<file path="src/rtl/inst_prefetch_queue.sv">
// Fetch stage: owns the fetch PC, issues reads to a 1-cycle synchronous ROM and
// queues returned instructions (tagged with their PC) for decode.
module inst_prefetch_queue #(
  parameter int PC_W   = 11,
  parameter int INST_W = 9,
  parameter int DEPTH  = 4
) (
  input  logic                       Clk,
  input  logic                       Reset,
  input  logic                       Start,
  input  logic                       Redirect,
  input  logic [PC_W-1:0]            RedirectPC,
  output logic [PC_W-1:0]            ImemAddr,
  output logic                       ImemRdEn,
  input  logic [INST_W-1:0]          ImemData,
  output logic                       InstValid,
  output logic [INST_W-1:0]          Inst,
  output logic [PC_W-1:0]            InstPC,
  input  logic                       InstReady,
  output logic [$clog2(DEPTH):0]     Count
);
  localparam int AW = $clog2(DEPTH);
  localparam int CW = AW + 1;

  logic [PC_W-1:0]                fetch_pc_q, fetch_pc_d;
  logic                           inflight_q, inflight_d;
  logic [PC_W-1:0]                inflight_pc_q, inflight_pc_d;
  logic [AW-1:0]                  wr_ptr_q, wr_ptr_d;
  logic [AW-1:0]                  rd_ptr_q, rd_ptr_d;
  logic [CW-1:0]                  count_q, count_d;
  logic [DEPTH-1:0][INST_W-1:0]   inst_mem_q, inst_mem_d;
  logic [DEPTH-1:0][PC_W-1:0]     pc_mem_q, pc_mem_d;

  logic          issue, push, pop;
  logic [CW:0]   occupancy;

  // A slot is reserved at issue time so the response can never overflow the FIFO.
  assign occupancy = {1'b0, count_q} + (CW+1)'(inflight_q);
  assign issue     = Reset & ~Start & ~Redirect & (occupancy < (CW+1)'(DEPTH));
  assign push      = inflight_q & ~Redirect;
  assign pop       = (count_q != '0) & InstReady;

  always_comb begin
    fetch_pc_d    = fetch_pc_q;
    inflight_d    = issue;
    inflight_pc_d = inflight_pc_q;
    wr_ptr_d      = wr_ptr_q;
    rd_ptr_d      = rd_ptr_q;
    count_d       = count_q;
    inst_mem_d    = inst_mem_q;
    pc_mem_d      = pc_mem_q;
    if (Redirect) begin
      fetch_pc_d = RedirectPC;
      inflight_d = 1'b0;
      wr_ptr_d   = '0;
      rd_ptr_d   = '0;
      count_d    = '0;
    end else begin
      if (issue) begin
        fetch_pc_d    = fetch_pc_q + 1'b1;
        inflight_pc_d = fetch_pc_q;
      end
      if (push) begin
        inst_mem_d[wr_ptr_q] = ImemData;
        pc_mem_d[wr_ptr_q]   = inflight_pc_q;
        wr_ptr_d             = wr_ptr_q + 1'b1;
      end
      if (pop) rd_ptr_d = rd_ptr_q + 1'b1;
      count_d = count_q + CW'(push) - CW'(pop);
    end
  end

  always_ff @(posedge Clk) begin
    if (!Reset) begin
      fetch_pc_q    <= '0;
      inflight_q    <= 1'b0;
      inflight_pc_q <= '0;
      wr_ptr_q      <= '0;
      rd_ptr_q      <= '0;
      count_q       <= '0;
    end else begin
      fetch_pc_q    <= fetch_pc_d;
      inflight_q    <= inflight_d;
      inflight_pc_q <= inflight_pc_d;
      wr_ptr_q      <= wr_ptr_d;
      rd_ptr_q      <= rd_ptr_d;
      count_q       <= count_d;
    end
  end

  // Storage needs no reset: head outputs are masked while the queue is empty.
  always_ff @(posedge Clk) begin
    inst_mem_q <= inst_mem_d;
    pc_mem_q   <= pc_mem_d;
  end

  assign ImemAddr  = fetch_pc_q;
  assign ImemRdEn  = issue;
  assign InstValid = (count_q != '0);
  assign Inst      = InstValid ? inst_mem_q[rd_ptr_q] : '0;
  assign InstPC    = InstValid ? pc_mem_q[rd_ptr_q] : '0;
  assign Count     = count_q;

endmodule

</file>
<file path="config.mk">
export PLATFORM = sky130hd
export DESIGN_NAME = inst_prefetch_queue
export DESIGN_NICKNAME = d
export VERILOG_FILES = /design/src/rtl/inst_prefetch_queue.sv
export SDC_FILE = /design/constraint.sdc
export NUM_CORES = 1
export LEC_CHECK = 0
export ABC_AREA = 1
export CAP_MARGIN = 20
export CORE_ASPECT_RATIO = 1.5
export CORE_MARGIN = 10
export CORE_UTILIZATION = 59
export DETAILED_ROUTE_END_ITERATION = 8
export PLACE_DENSITY = 0.95
export SLEW_MARGIN = 15
export SYNTH_ARGS = -nofsm -noshare
export SYNTH_HDL_FRONTEND = slang
export SYNTH_SLANG_ARGS = --single-unit
</file>
<file path="constraint.sdc">
create_clock -name Clk -period 6.1 [get_ports Clk]
set_input_delay 0.915 -clock Clk [delete_from_list [all_inputs] [get_ports Clk]]
set_output_delay 0.915 -clock Clk [all_outputs]
set_load 0.01 [all_outputs]
</file>
### Yosys cells after proc, flatten, opt, wreduce, memory -nomap -nowiden

Index checks and enable logic that the tools add are counted.

* register bits: 110
* input bits: 25
* output and inout bits: 36

* add/subtract/negate cells: 6
* $lt $le $gt $ge: 4
* multiplexer cells: 14
* bitwise operators: 8
* reductions and logical operators: 6

Operators with widths (number)
* 2-to-1 mux 11 bit: 5
* bitwise mux 44 bit: 1
* bitwise mux 36 bit: 1
* 2-to-1 mux 9 bit: 3
* binary-select mux 11 bit (select 2 bit): 1
* demux 11 bit (select 2 bit): 1
* binary-select mux 9 bit (select 2 bit): 1
* demux 9 bit (select 2 bit): 1
* adder 11 x 1 -> 11 bit, second input constant: 1
* less-than comparator 2 x 3 -> 1 bit, second input constant: 2
* AND 1 bit: 5
* adder 2 x 1 -> 2 bit, second input constant: 2
* adder 3 x 1 -> 4 bit: 1
* less-than comparator 4 x 3 -> 1 bit, second input constant: 1
* AND reduction 2 bit: 2
* adder 3 x 1 -> 3 bit: 1
* inverter 1 bit: 3
* nonzero test 3 bit: 1
* subtractor 3 x 1 -> 3 bit: 1
* greater-or-equal comparator 2 x 1 -> 1 bit, second input constant: 1
* nonzero test 2 bit: 1
* OR reduction 2 bit: 1
* logical AND 1 bit: 1

### Logic depth before layout (Yosys ltp)

Gate-level depths: netlist of run 1.

* word-level depth: 6
* depth in mapped cells: 10
* depth with buffers taken out: 10

### Worst setup path after synthesis of run 1

Ideal clock, no wire load.

* path kind: input -> output
* from: input Reset
* to: output ImemRdEn
* arrival time: 1.591 ns
* data required time: 5.185 ns
* setup slack: 3.594 ns
* stages on the path: 6
* buffers on the path: 2
* cells stage by stage: buf_2 -> nand3_1 -> nor2_1 -> nand3_2 -> clkinv_2 -> buf_6

* word-level cells in the longest chain between the ends: 3

RTL lines
* start: declaration: RTL line 9 `input logic Reset,`
* AND 1 bit (3 in a row): RTL line 39 `assign issue = Reset & ~Start & ~Redirect & (occupancy < (CW+1)'(DEPTH));`
* end: declaration: RTL line 14 `output logic ImemRdEn,`

Every way passes these cells.

### Final worst setup path of run 1

* from: input Redirect
* to: output ImemRdEn

* word-level cells in the longest chain between the ends: 3

RTL lines
* start: declaration: RTL line 11 `input logic Redirect,`
* inverter 1 bit (no line)
* AND 1 bit (2 in a row): RTL line 39

Every way passes these cells.

==> load_flow_metrics.sql, run 1 <==
INSERT INTO impl_metrics (metric_group, metric, value, unit) VALUES
('cells_and_area', 'nets', '564', ''),
('cells_and_area', 'layout.cell_area.non_filler', '5630', 'um^2'),
('global_routing', 'first_global_vias', '3690', ''),
('logic_synthesis', 'synth-edff-count', '80', ''),
('cells_and_area', 'multi_input_comb_area', '1450', 'um^2'),
('worst_setup_path', 'timing.critical_path.cells', 'clkdlybuf4s50_1, inv_2, nand3_1, nor2_1, nand3_2, clkinv_2, clkdlybuf4s50_1', ''),
('cells_and_area', 'antenna-diode-count', '0', ''),
('global_routing', 'grt_use_total', '17.6', '%'),
('timing', 'setup_viol', '0', ''),
('min_path', 'hold_path_class', 'flip-flop to flip-flop', ''),
('worst_setup_path', 'critPathRequiredTime', '5.18', 'ns'),
('clock_network', 'cts_hold_buf', '0', ''),
('worst_setup_path', 'buf_inv_stages_crit_path', '4', ''),
('logic_synthesis', 'synth_cell_type_count', '27', ''),
('floorplanning', 'fp.dieH', '129', 'um'),
('clock_network', 'post-cts-setup-buffer-count', '0', ''),
('power_and_ir_drop', 'power-per-cell-area', '257', 'nW/um^2'),
('worst_setup_path', 'crit_path_start', 'Redirect', ''),
('clock_network', 'post_cts_resized', '0', ''),
('global_routing', 'grt_start_max_net_pins', '41', ''),
('worst_setup_path', 'timing.critical_path.arrival', '3.49', 'ns'),
('logic_synthesis', 'synth_area_per_cell', '9.86', 'um^2'),
('clock_network', 'cts.clk_slew.worst_paths', '0.07', 'ns'),
('cells_and_area', 'syn_to_final_growth', '20.3', '%'),
('routing', 'route.vias.total', '3638', ''),
('logic_synthesis', 'synth_seq_cells', '110', ''),
('routing', 'detail_route.wl_per_cell', '16.6', 'um'),
('worst_setup_path', 'path_max_fanout', '23', ''),
('timing', 'tns', '0', 'ns'),
('logic_synthesis', 'yosysWarnings', '0', ''),
('worst_setup_path', 'regToRegSetupSlack', '3.86', 'ns'),
('clock_network', 'worst_skew_pair.late_latency', '0.34', 'ns'),
('floorplanning', 'ios', '61', ''),
('worst_setup_path', 'path_delay_family', 'buffers and inverters', ''),
('timing', 'hold_viol_final', '0', ''),
('timing', 'worst_pin_slew', '0.917', 'ns'),
('worst_setup_path', 'critical_path.most_common_cell', 'clkdlybuf4s50_1', ''),
('floorplanning', 'initial_utilization', '61.1', '%'),
('power_and_ir_drop', 'fin_total_pwr', '1.45', 'mW'),
('worst_setup_path', 'cp_num_cells', '7', ''),
('worst_setup_path', 'critical_path.endpoint_type', 'output pin', ''),
('run_status', 'run_status', 'completed', ''),
('logic_synthesis', 'synth.top_cell.area_share', '51.3', '%'),
('cells_and_area', 'final.fill_count', '511', ''),
('global_routing', 'grt_remaining_overflow', '0', ''),
('logic_synthesis', 'synth_sequential_area_ratio', '64.1', '%'),
('logic_synthesis', 'ys_dominant_reg_cell', 'edfxtp_1', ''),
('global_routing', 'antenna_violations_before_repair', '0', ''),
('timing', 'finalMaxSlewViolations', '0', ''),
('worst_setup_path', 'worstReg2RegEnd', 'Count[2]', ''),
('worst_setup_path', 'criticalPathCategory', 'input port to output pin', ''),
('floorplanning', 'std_cell_rows', '39', ''),
('routing', 'drc_errors', '0', ''),
('logic_synthesis', 'syn_nets', '509', ''),
('worst_setup_path', 'slowest_stage', 'clkdlybuf4s50_1', ''),
('floorplanning', 'die_area', '12000', 'um^2'),
('logic_synthesis', 'synth_common_cells', 'nor2_1, edfxtp_1, nand2_1', ''),
('timing', 'whs', '0.507', 'ns'),
('worst_setup_path', 'endpoint', 'ImemRdEn', ''),
('routing', 'drtPass1Iterations', '5', ''),
('clock_network', 'ctsHtreeMaxLevel', '3', ''),
('routing', 'initialDrtViolationCount', '274', ''),
('min_path', 'hold_path_depth', '0', ''),
('cells_and_area', 'layout-drive-gt1-share', '5.23', '%'),
('logic_synthesis', 'netlist_top_cells_area', 'edfxtp_1, dfxtp_1, nor2_1', ''),
('global_routing', 'grt_first_pass_wirelength', '16.9', 'mm'),
('routing', 'drtAntennaViolNets', '0', ''),
('timing', 'fmax_achieved', '0.227', 'GHz'),
('worst_setup_path', 'critical-path-max-stage-delay', '0.67', 'ns'),
('routing', 'postRouteWirelength', '10.6', 'mm'),
('logic_synthesis', 'most_common_cell_in_the_netlist', 'nor2_1', '');
## final cells by class
class	instances	area share [%]
clock buffers	10	4.06
clock inverters	6	0.822
multi-input cells	308	25.7
well taps	102	2.27
inverters	35	2.35
flip-flops and latches	110	53.3
repair buffers	66	11.5
## how the worst min path moves through the flow
stage                           from      endpoint  slack (ns)
finish              inflight_pc_q[8]  pc_mem_q[19]        0.51
floorplan           inflight_pc_q[0]   pc_mem_q[0]        0.45
CTS                 inflight_pc_q[0]  pc_mem_q[11]        0.51
detailed placement  inflight_pc_q[0]   pc_mem_q[0]        0.49
global route        inflight_pc_q[6]  pc_mem_q[28]        0.53
global placement    inflight_pc_q[3]  pc_mem_q[25]        0.47
## kinds of logic (layout without fill, tap and decap cells)
family	Yosys count	after routing	synth area share (%)
compound gates	93	93	9.99
xor+xnor	4	4	0.748
fa+ha+maj	9	9	2.57
buf+inv	57	117	5.00
flops	110	110	64.1
mux	1	1	0.240
simple gates	201	201	17.3
## sequential cells by signal (all words and copies together), names as in the netlist
signal         cells
rd_ptr_q           2
Count              3
pc_mem_q          44
inflight_q         1
inflight_pc_q     11
ImemAddr          11
wr_ptr_q           2
inst_mem_q        36
## metrics by stage
step	worst slack [ns]	utilization, %
floorplan	3.59	-
global placement	1.81	69.9
detailed placement	1.71	69.9
CTS	1.69	73.5
global route	1.46	73.5
finish	1.70	73.5
## cells in the final DEF, fill, tap and decap left out, types with 3 or more instances in the layout
cell and count:
ha_1 8, clkinv_4 3, a21oi_1 41, clkbuf_16 9, dfxtp_1 30, buf_4 6
inv_1 32, nor2_1 114, nand2_1 55, nand4_1 4, edfxtp_1 80, xnor2_1 3
nand3_1 24, clkdlybuf4s50_1 60, o21ai_0 49
## routing by layer
layer  global-route usage, %  wire, um
met5                       0         0
met3                    5.61       856
met2                    30.9      5410
met1                    18.2      4060
met4                    9.84       268
## power by group
group | internal [mW] | total, mW | switching (mW) | leakage [nW]
logic | 0.0460 | 0.0958 | 0.0498 | 0.945
registers | 0.810 | 0.824 | 0.0139 | 0.976
clock network | 0.279 | 0.530 | 0.251 | 0.131
total | 1.13 | 1.45 | 0.315 | 2.05
No activity file was read; power rests on OpenSTA's default activity.
==> run 2, diff against run 1 <==
- CORE_UTILIZATION: 59 -> 55
- PLACE_DENSITY: 0.95 -> 0.92
- clock period: 6.1 -> 4.23 ns (I/O delays scaled with it)
==> load_flow_metrics.sql, run 2 (synthesis gave the netlist of run 1 again) <==
INSERT INTO impl_metrics (metric_group, metric, value, unit) VALUES
('global_routing', 'grt_use_total', '16.2', '%'),
('worst_setup_path', 'regToRegSetupSlack', '1.91', 'ns'),
('global_routing', 'antenna_violations_before_repair', '0', ''),
('floorplanning', 'std_cell_rows', '41', ''),
('worst_setup_path', 'critical_path.endpoint_type', 'output pin', ''),
('timing', 'finalWorstPathRequiredPeriod', '3.40', 'ns'),
('global_routing', 'first_global_vias', '3492', ''),
('clock_network', 'cts.clk_slew.worst_paths', '0.07', 'ns'),
('worst_setup_path', 'worstReg2RegEnd', 'Count[2]', ''),
('clock_network', 'worst_skew_pair.late_latency', '0.34', 'ns'),
('run_status', 'run_status', 'completed', ''),
('cells_and_area', 'nets', '567', ''),
('timing', 'crit_share_post_route', '80.4', '%'),
('floorplanning', 'fp.dieH', '133', 'um'),
('global_routing', 'grt_start_max_net_pins', '41', ''),
('clock_network', 'cts_hold_buf', '0', ''),
('cells_and_area', 'biggest_regs', 'pc_mem_q x44, inst_mem_q x36', ''),
('min_path', 'min_delay_worst_endpoint', 'pc_mem_q[7]', ''),
('cells_and_area', 'final.fill_count', '589', ''),
('clock_network', 'cts_made_buffers', '9', ''),
('worst_setup_path', 'criticalPathCategory', 'flip-flop to output pin', ''),
('worst_setup_path', 'timing.critical_path.arrival', '2.77', 'ns'),
('min_path', 'hold_path_depth', '0', ''),
('place', 'detailedPlace.worstSlack', '0.997', 'ns'),
('cells_and_area', 'syn_to_final_growth', '22.1', '%'),
('routing', 'drtAntennaViolNets', '0', ''),
('power_and_ir_drop', 'total_leakage_power', '2.09', 'nW'),
('routing', 'drc_errors', '0', ''),
('routing', 'detail_routed_via_count_per_cell', '5.48', ''),
('timing', 'clock_skew', '0.00598', 'ns'),
('routing', 'drtPass1Iterations', '5', ''),
('place', 'portBuffers', '60', ''),
('floorplanning', 'die_width', '95.3', 'um'),
('run', 'max-cap-violations', '0', ''),
('min_path', 'hold_path_class', 'flip-flop to flip-flop', ''),
('timing', 'max-slew-margin-rel', '40.9', '%'),
('global_routing', 'grt_first_pass_wirelength', '16.2', 'mm'),
('timing', 'finalMaxSlewViolations', '0', ''),
('floorplanning', 'die_area', '12700', 'um^2'),
('place', 'placed_area', '5400', 'um^2'),
('routing', 'detail_route.wl_per_cell', '15.9', 'um'),
('timing', 'setup_viol', '0', ''),
('cells_and_area', 'largest_register_ff_count', '44', ''),
('clock_network', 'post-cts-setup-buffer-count', '0', ''),
('cells_and_area', 'layout.cell_area.non_filler', '5720', 'um^2'),
('power_and_ir_drop', 'power-per-cell-area', '383', 'nW/um^2'),
('routing', 'route.vias.total', '3534', ''),
('worst_setup_path', 'worst_r2r_startpoint', 'Count[1]', ''),
('timing', 'grt_setup_unrepaired', 'no', ''),
('floorplanning', 'initial_utilization', '56.0', '%'),
('timing', 'fmax_achieved', '0.294', 'GHz'),
('power_and_ir_drop', 'fin_total_pwr', '2.19', 'mW'),
('timing', 'tns', '0', 'ns'),
('routing', 'initialDrtViolationCount', '233', ''),
('timing', 'whs', '0.497', 'ns'),
('cells_and_area', 'layout.cells.most_common', 'nor2_1', ''),
('power_and_ir_drop', 'irDropWorstVdd', '0.251', 'mV'),
('clock_network', 'clk_path_buf_depth', '2', ''),
('cells_and_area', 'largest-register', 'pc_mem_q', ''),
('worst_setup_path', 'path_max_fanout', '23', ''),
('clock_network', 'ctsHtreeMaxLevel', '3', ''),
('place', 'finalWeightedCongestion', '0.869', ''),
('cells_and_area', 'layout.cells.most_common_list', 'nor2_1, edfxtp_1, clkdlybuf4s50_1', ''),
('timing', 'hold_viol_final', '0', ''),
('floorplanning', 'ios', '61', ''),
('clock_network', 'post_cts_resized', '0', ''),
('min_path', 'hold_start', 'inflight_pc_q[7]', ''),
('worst_setup_path', 'critPathRequiredTime', '3.60', 'ns'),
('clock_network', 'clock_tree_from_tritoncts', 'yes', ''),
('place', 'detailedPlacementHpwl', '6.51', 'mm'),
('worst_setup_path', 'worst-r2r-cell-count', '10', ''),
('floorplanning', 'core_region_area', '8360', 'um^2'),
('clock_network', 'tritoncts_num_sinks', '110', ''),
('global_routing', 'grt_remaining_overflow', '0', ''),
('timing', 'worst_pin_slew', '0.886', 'ns'),
('clock_network', 'clockRootBuffer', 'clkbuf_16', ''),
('routing', 'postRouteWirelength', '10.3', 'mm'),
('cells_and_area', 'layout-drive-gt1-share', '6.69', '%'),
('timing', 'layout_setup_ws', '0.829', 'ns'),
('cells_and_area', 'antenna-diode-count', '0', ''),
('worst_setup_path', 'cp-start-kind', 'flip-flop', '');
## run 2: cell count changes in the layout (fill, tap and decap cells not counted)
cell        previous run  this run
buf_4                  6         9
bufinv_16              0         1
clkbuf_16              9        10
clkinv_1               1         0
clkinv_2               1         2
clkinv_4               3         1
clkinvlp_4             1         0
inv_8                  0         1
nor2_1               114       110
nor2_2                 1         5
## run 2: worst max-delay path: stages (launching register included)
cell,delay (ns)
dfxtp_1,0.90
buf_4,0.40
nor2_1,0.09
nor2_1,0.10
o21ai_0,0.11
a21oi_1,0.24
clkdlybuf4s50_1,0.57
## run 2: layer usage
layer	wire [um]	global-route usage, %	part of all wire (%)
met5	0	0	0
met2	5430	28.5	53
met4	216	7.85	2.1
met3	789	3.68	7.7
met1	3820	17.5	37
## run 2: through the flow
stage	utilization, %	instances
after floorplan	-	475
after global placement	64.6	629
after detailed placement	64.6	629
after CTS	68.4	645
after global routing	68.4	645
final	68.4	645
## run 2: worst max path at each step
stage                    endpoint  slack [ns]   startpoint
finish                  InstPC[3]        0.83  rd_ptr_q[0]
global route            InstPC[0]        0.71  rd_ptr_q[0]
CTS                     InstPC[3]        0.85  rd_ptr_q[0]
detailed placement       ImemRdEn         1.0     Redirect
global placement         ImemRdEn        1.06     Redirect
floorplan           inst_mem_q[0]        2.16     Redirect
## run 2: cell type report
class / instances / area (um^2) / share of cell area (%)
Clock inverter: 5 / 63.8 / 1.12
Timing Repair Buffer: 69 / 668 / 11.7
Multi-Input combinational cell: 308 / 1460 / 25.5
Tap cell: 107 / 134 / 2.34
Sequential cell: 110 / 3000 / 52.5
Inverter: 35 / 133 / 2.32
Clock buffer: 11 / 254 / 4.44
## run 2: report_power, final
part | internal [mW] | switching (mW)
combinational | 0.0674 | 0.0714
sequential | 1.17 | 0.0197
clock | 0.501 | 0.364
total | 1.74 | 0.455
==> run 3, diff against run 2 <==
- clock period: 4.23 -> 3.5 ns (I/O delays scaled with it)
==> load_flow_metrics.sql, run 3 (synthesis gave the netlist of run 1 again) <==
INSERT INTO impl_metrics (metric_group, metric, value, unit) VALUES
('cells_and_area', 'multi_input_comb_area', '1460', 'um^2'),
('global_routing', 'antenna_violations_before_repair', '0', ''),
('timing', 'max-slew-margin-rel', '44.3', '%'),
('worst_setup_path', 'critical_path.endpoint_type', 'output pin', ''),
('timing', 'finalMaxSlewViolations', '0', ''),
('timing', 'whs', '0.511', 'ns'),
('worst_setup_path', 'regToRegSetupSlack', '1.22', 'ns'),
('global_routing', 'first_global_vias', '3630', ''),
('cells_and_area', 'layout-drive-gt1-share', '6.68', '%'),
('min_path', 'hold_path_class', 'flip-flop to flip-flop', ''),
('timing', 'layout_setup_ws', '0.424', 'ns'),
('global_routing', 'grt_use_total', '16.0', '%'),
('global_routing', 'grt_remaining_overflow', '0', ''),
('timing', 'tns', '0', 'ns'),
('clock_network', 'worst_skew_pair.late_latency', '0.34', 'ns'),
('timing', 'fmax_achieved', '0.325', 'GHz'),
('worst_setup_path', 'timing.critical_path.arrival', '2.55', 'ns'),
('clock_network', 'clk_path_buf_depth', '2', ''),
('routing', 'route.vias.total', '3598', ''),
('clock_network', 'cts_hold_buf', '0', ''),
('run_status', 'run_status', 'completed', ''),
('worst_setup_path', 'criticalPathCategory', 'flip-flop to output pin', ''),
('power_and_ir_drop', 'irDropWorstVdd', '0.324', 'mV'),
('place', 'finalWeightedCongestion', '0.868', ''),
('floorplanning', 'std_cell_rows', '41', ''),
('worst_setup_path', 'crit_path_start', 'rd_ptr_q[0]', ''),
('floorplanning', 'fp.dieH', '133', 'um'),
('routing', 'initialDrtViolationCount', '343', ''),
('floorplanning', 'die_width', '95.3', 'um'),
('timing', 'grt_setup_unrepaired', 'no', ''),
('cells_and_area', 'nets', '568', ''),
('routing', 'drtPass1Iterations', '4', ''),
('clock_network', 'clock_tree_from_tritoncts', 'yes', ''),
('routing', 'detail_route.wl_per_cell', '15.8', 'um'),
('cells_and_area', 'layout.cells.most_common_list', 'nor2_1, edfxtp_1, clkdlybuf4s50_1', ''),
('cells_and_area', 'largest_register_ff_count', '44', ''),
('global_routing', 'grt_start_max_net_pins', '41', ''),
('cells_and_area', 'layout.cells.most_common', 'nor2_1', ''),
('power_and_ir_drop', 'power-per-cell-area', '454', 'nW/um^2'),
('power_and_ir_drop', 'total_leakage_power', '2.08', 'nW'),
('routing', 'detail_routed_via_count_per_cell', '5.57', ''),
('floorplanning', 'die_area', '12700', 'um^2'),
('cells_and_area', 'final.fill_count', '603', ''),
('worst_setup_path', 'path_max_fanout', '20', ''),
('clock_network', 'clockRootBuffer', 'clkbuf_16', ''),
('cells_and_area', 'biggest_regs', 'pc_mem_q x44, inst_mem_q x36', ''),
('cells_and_area', 'largest-register', 'pc_mem_q', ''),
('timing', 'crit_share_post_route', '87.9', '%'),
('cells_and_area', 'storage_element_area', '3000', 'um^2'),
('timing', 'setup_viol', '0', ''),
('routing', 'postRouteWirelength', '10.2', 'mm'),
('clock_network', 'post-cts-setup-buffer-count', '0', ''),
('floorplanning', 'core_region_area', '8360', 'um^2'),
('place', 'portBuffers', '60', ''),
('cells_and_area', 'antenna-diode-count', '0', ''),
('run', 'max-cap-violations', '0', ''),
('place', 'detailedPlace.worstSlack', '0.693', 'ns'),
('floorplanning', 'initial_utilization', '56.0', '%'),
('worst_setup_path', 'critPathRequiredTime', '2.97', 'ns'),
('worst_setup_path', 'worst_r2r_startpoint', 'Count[1]', ''),
('clock_network', 'ctsHtreeMaxLevel', '3', ''),
('worst_setup_path', 'cp-start-kind', 'flip-flop', ''),
('routing', 'drtAntennaViolNets', '0', ''),
('clock_network', 'tritoncts_num_sinks', '110', ''),
('timing', 'hold_viol_final', '0', ''),
('clock_network', 'cts_made_buffers', '9', ''),
('timing', 'clock_skew', '0.00851', 'ns'),
('min_path', 'hold_start', 'inflight_pc_q[4]', ''),
('cells_and_area', 'syn_to_final_growth', '21.6', '%'),
('routing', 'drc_errors', '0', ''),
('floorplanning', 'ios', '61', ''),
('clock_network', 'post_cts_resized', '0', ''),
('global_routing', 'grt_first_pass_wirelength', '16.1', 'mm'),
('place', 'detailedPlacementHpwl', '6.60', 'mm'),
('clock_network', 'cts.clk_slew.worst_paths', '0.07', 'ns'),
('timing', 'finalWorstPathRequiredPeriod', '3.08', 'ns'),
('timing', 'worst_pin_slew', '0.834', 'ns');
==> run 3: cell count changes in the layout (fill, tap and decap cells not counted), sizes merged <==
| cell | delta |
|---|---|
| buf | +1 |
| clkinv | -1 |
| clkinvlp | +1 |
==> run 3: final timing paths <==
kind / to / cells after the start
setup / recovery: InstPC[7] / 6
hold / removal: inflight_pc_q[4] / 2
setup reg to reg: Count[2] / 10
hold reg to reg: inflight_pc_q[4] / 2
==> run 3: routing by layer <==
layer,vias up,global-route usage (%),share of wire [%],wire length (um)
li1,1722,-,-,-
met1,1675,16.0,36,3640
met2,166,28.6,52,5360
met3,35,4.02,8.9,911
met4,0,9.27,3.0,303
met5,-,0,0,0
==> run 3: stage by stage <==
stage	power, mW	instances	util [%]	area, um^2
final	2.58	646	68.1	5700
after global routing	2.65	646	68.1	5700
after CTS	2.60	646	68.1	5700
after detailed placement	1.63	630	64.6	5410
after global placement	1.62	630	64.6	5410
after floorplan	1.54	475	-	4680
==> run 3: cell type report <==
type	count	area share, %
Multi-Input combinational cell	308	25.6
Sequential cell	110	52.7
Clock inverter	5	1.01
Tap cell	107	2.35
Clock buffer	11	4.09
Inverter	35	2.33
Timing Repair Buffer	70	11.9
==> run 3: report_power, final <==
part / leakage [nW] / total [mW] / switching (mW) / internal (mW)
clock network: 0.140 / 0.981 / 0.425 / 0.557
logic: 0.964 / 0.168 / 0.0865 / 0.0819
registers: 0.976 / 1.44 / 0.0239 / 1.41
==> run 3: critical path, stage by stage, from the launching register on <==
cell	delay [ns]
dfxtp_1	0.80
buf_4	0.32
nor2_1	0.07
nor2_1	0.10
o21ai_0	0.12
a21oi_1	0.24
clkdlybuf4s50_1	0.57
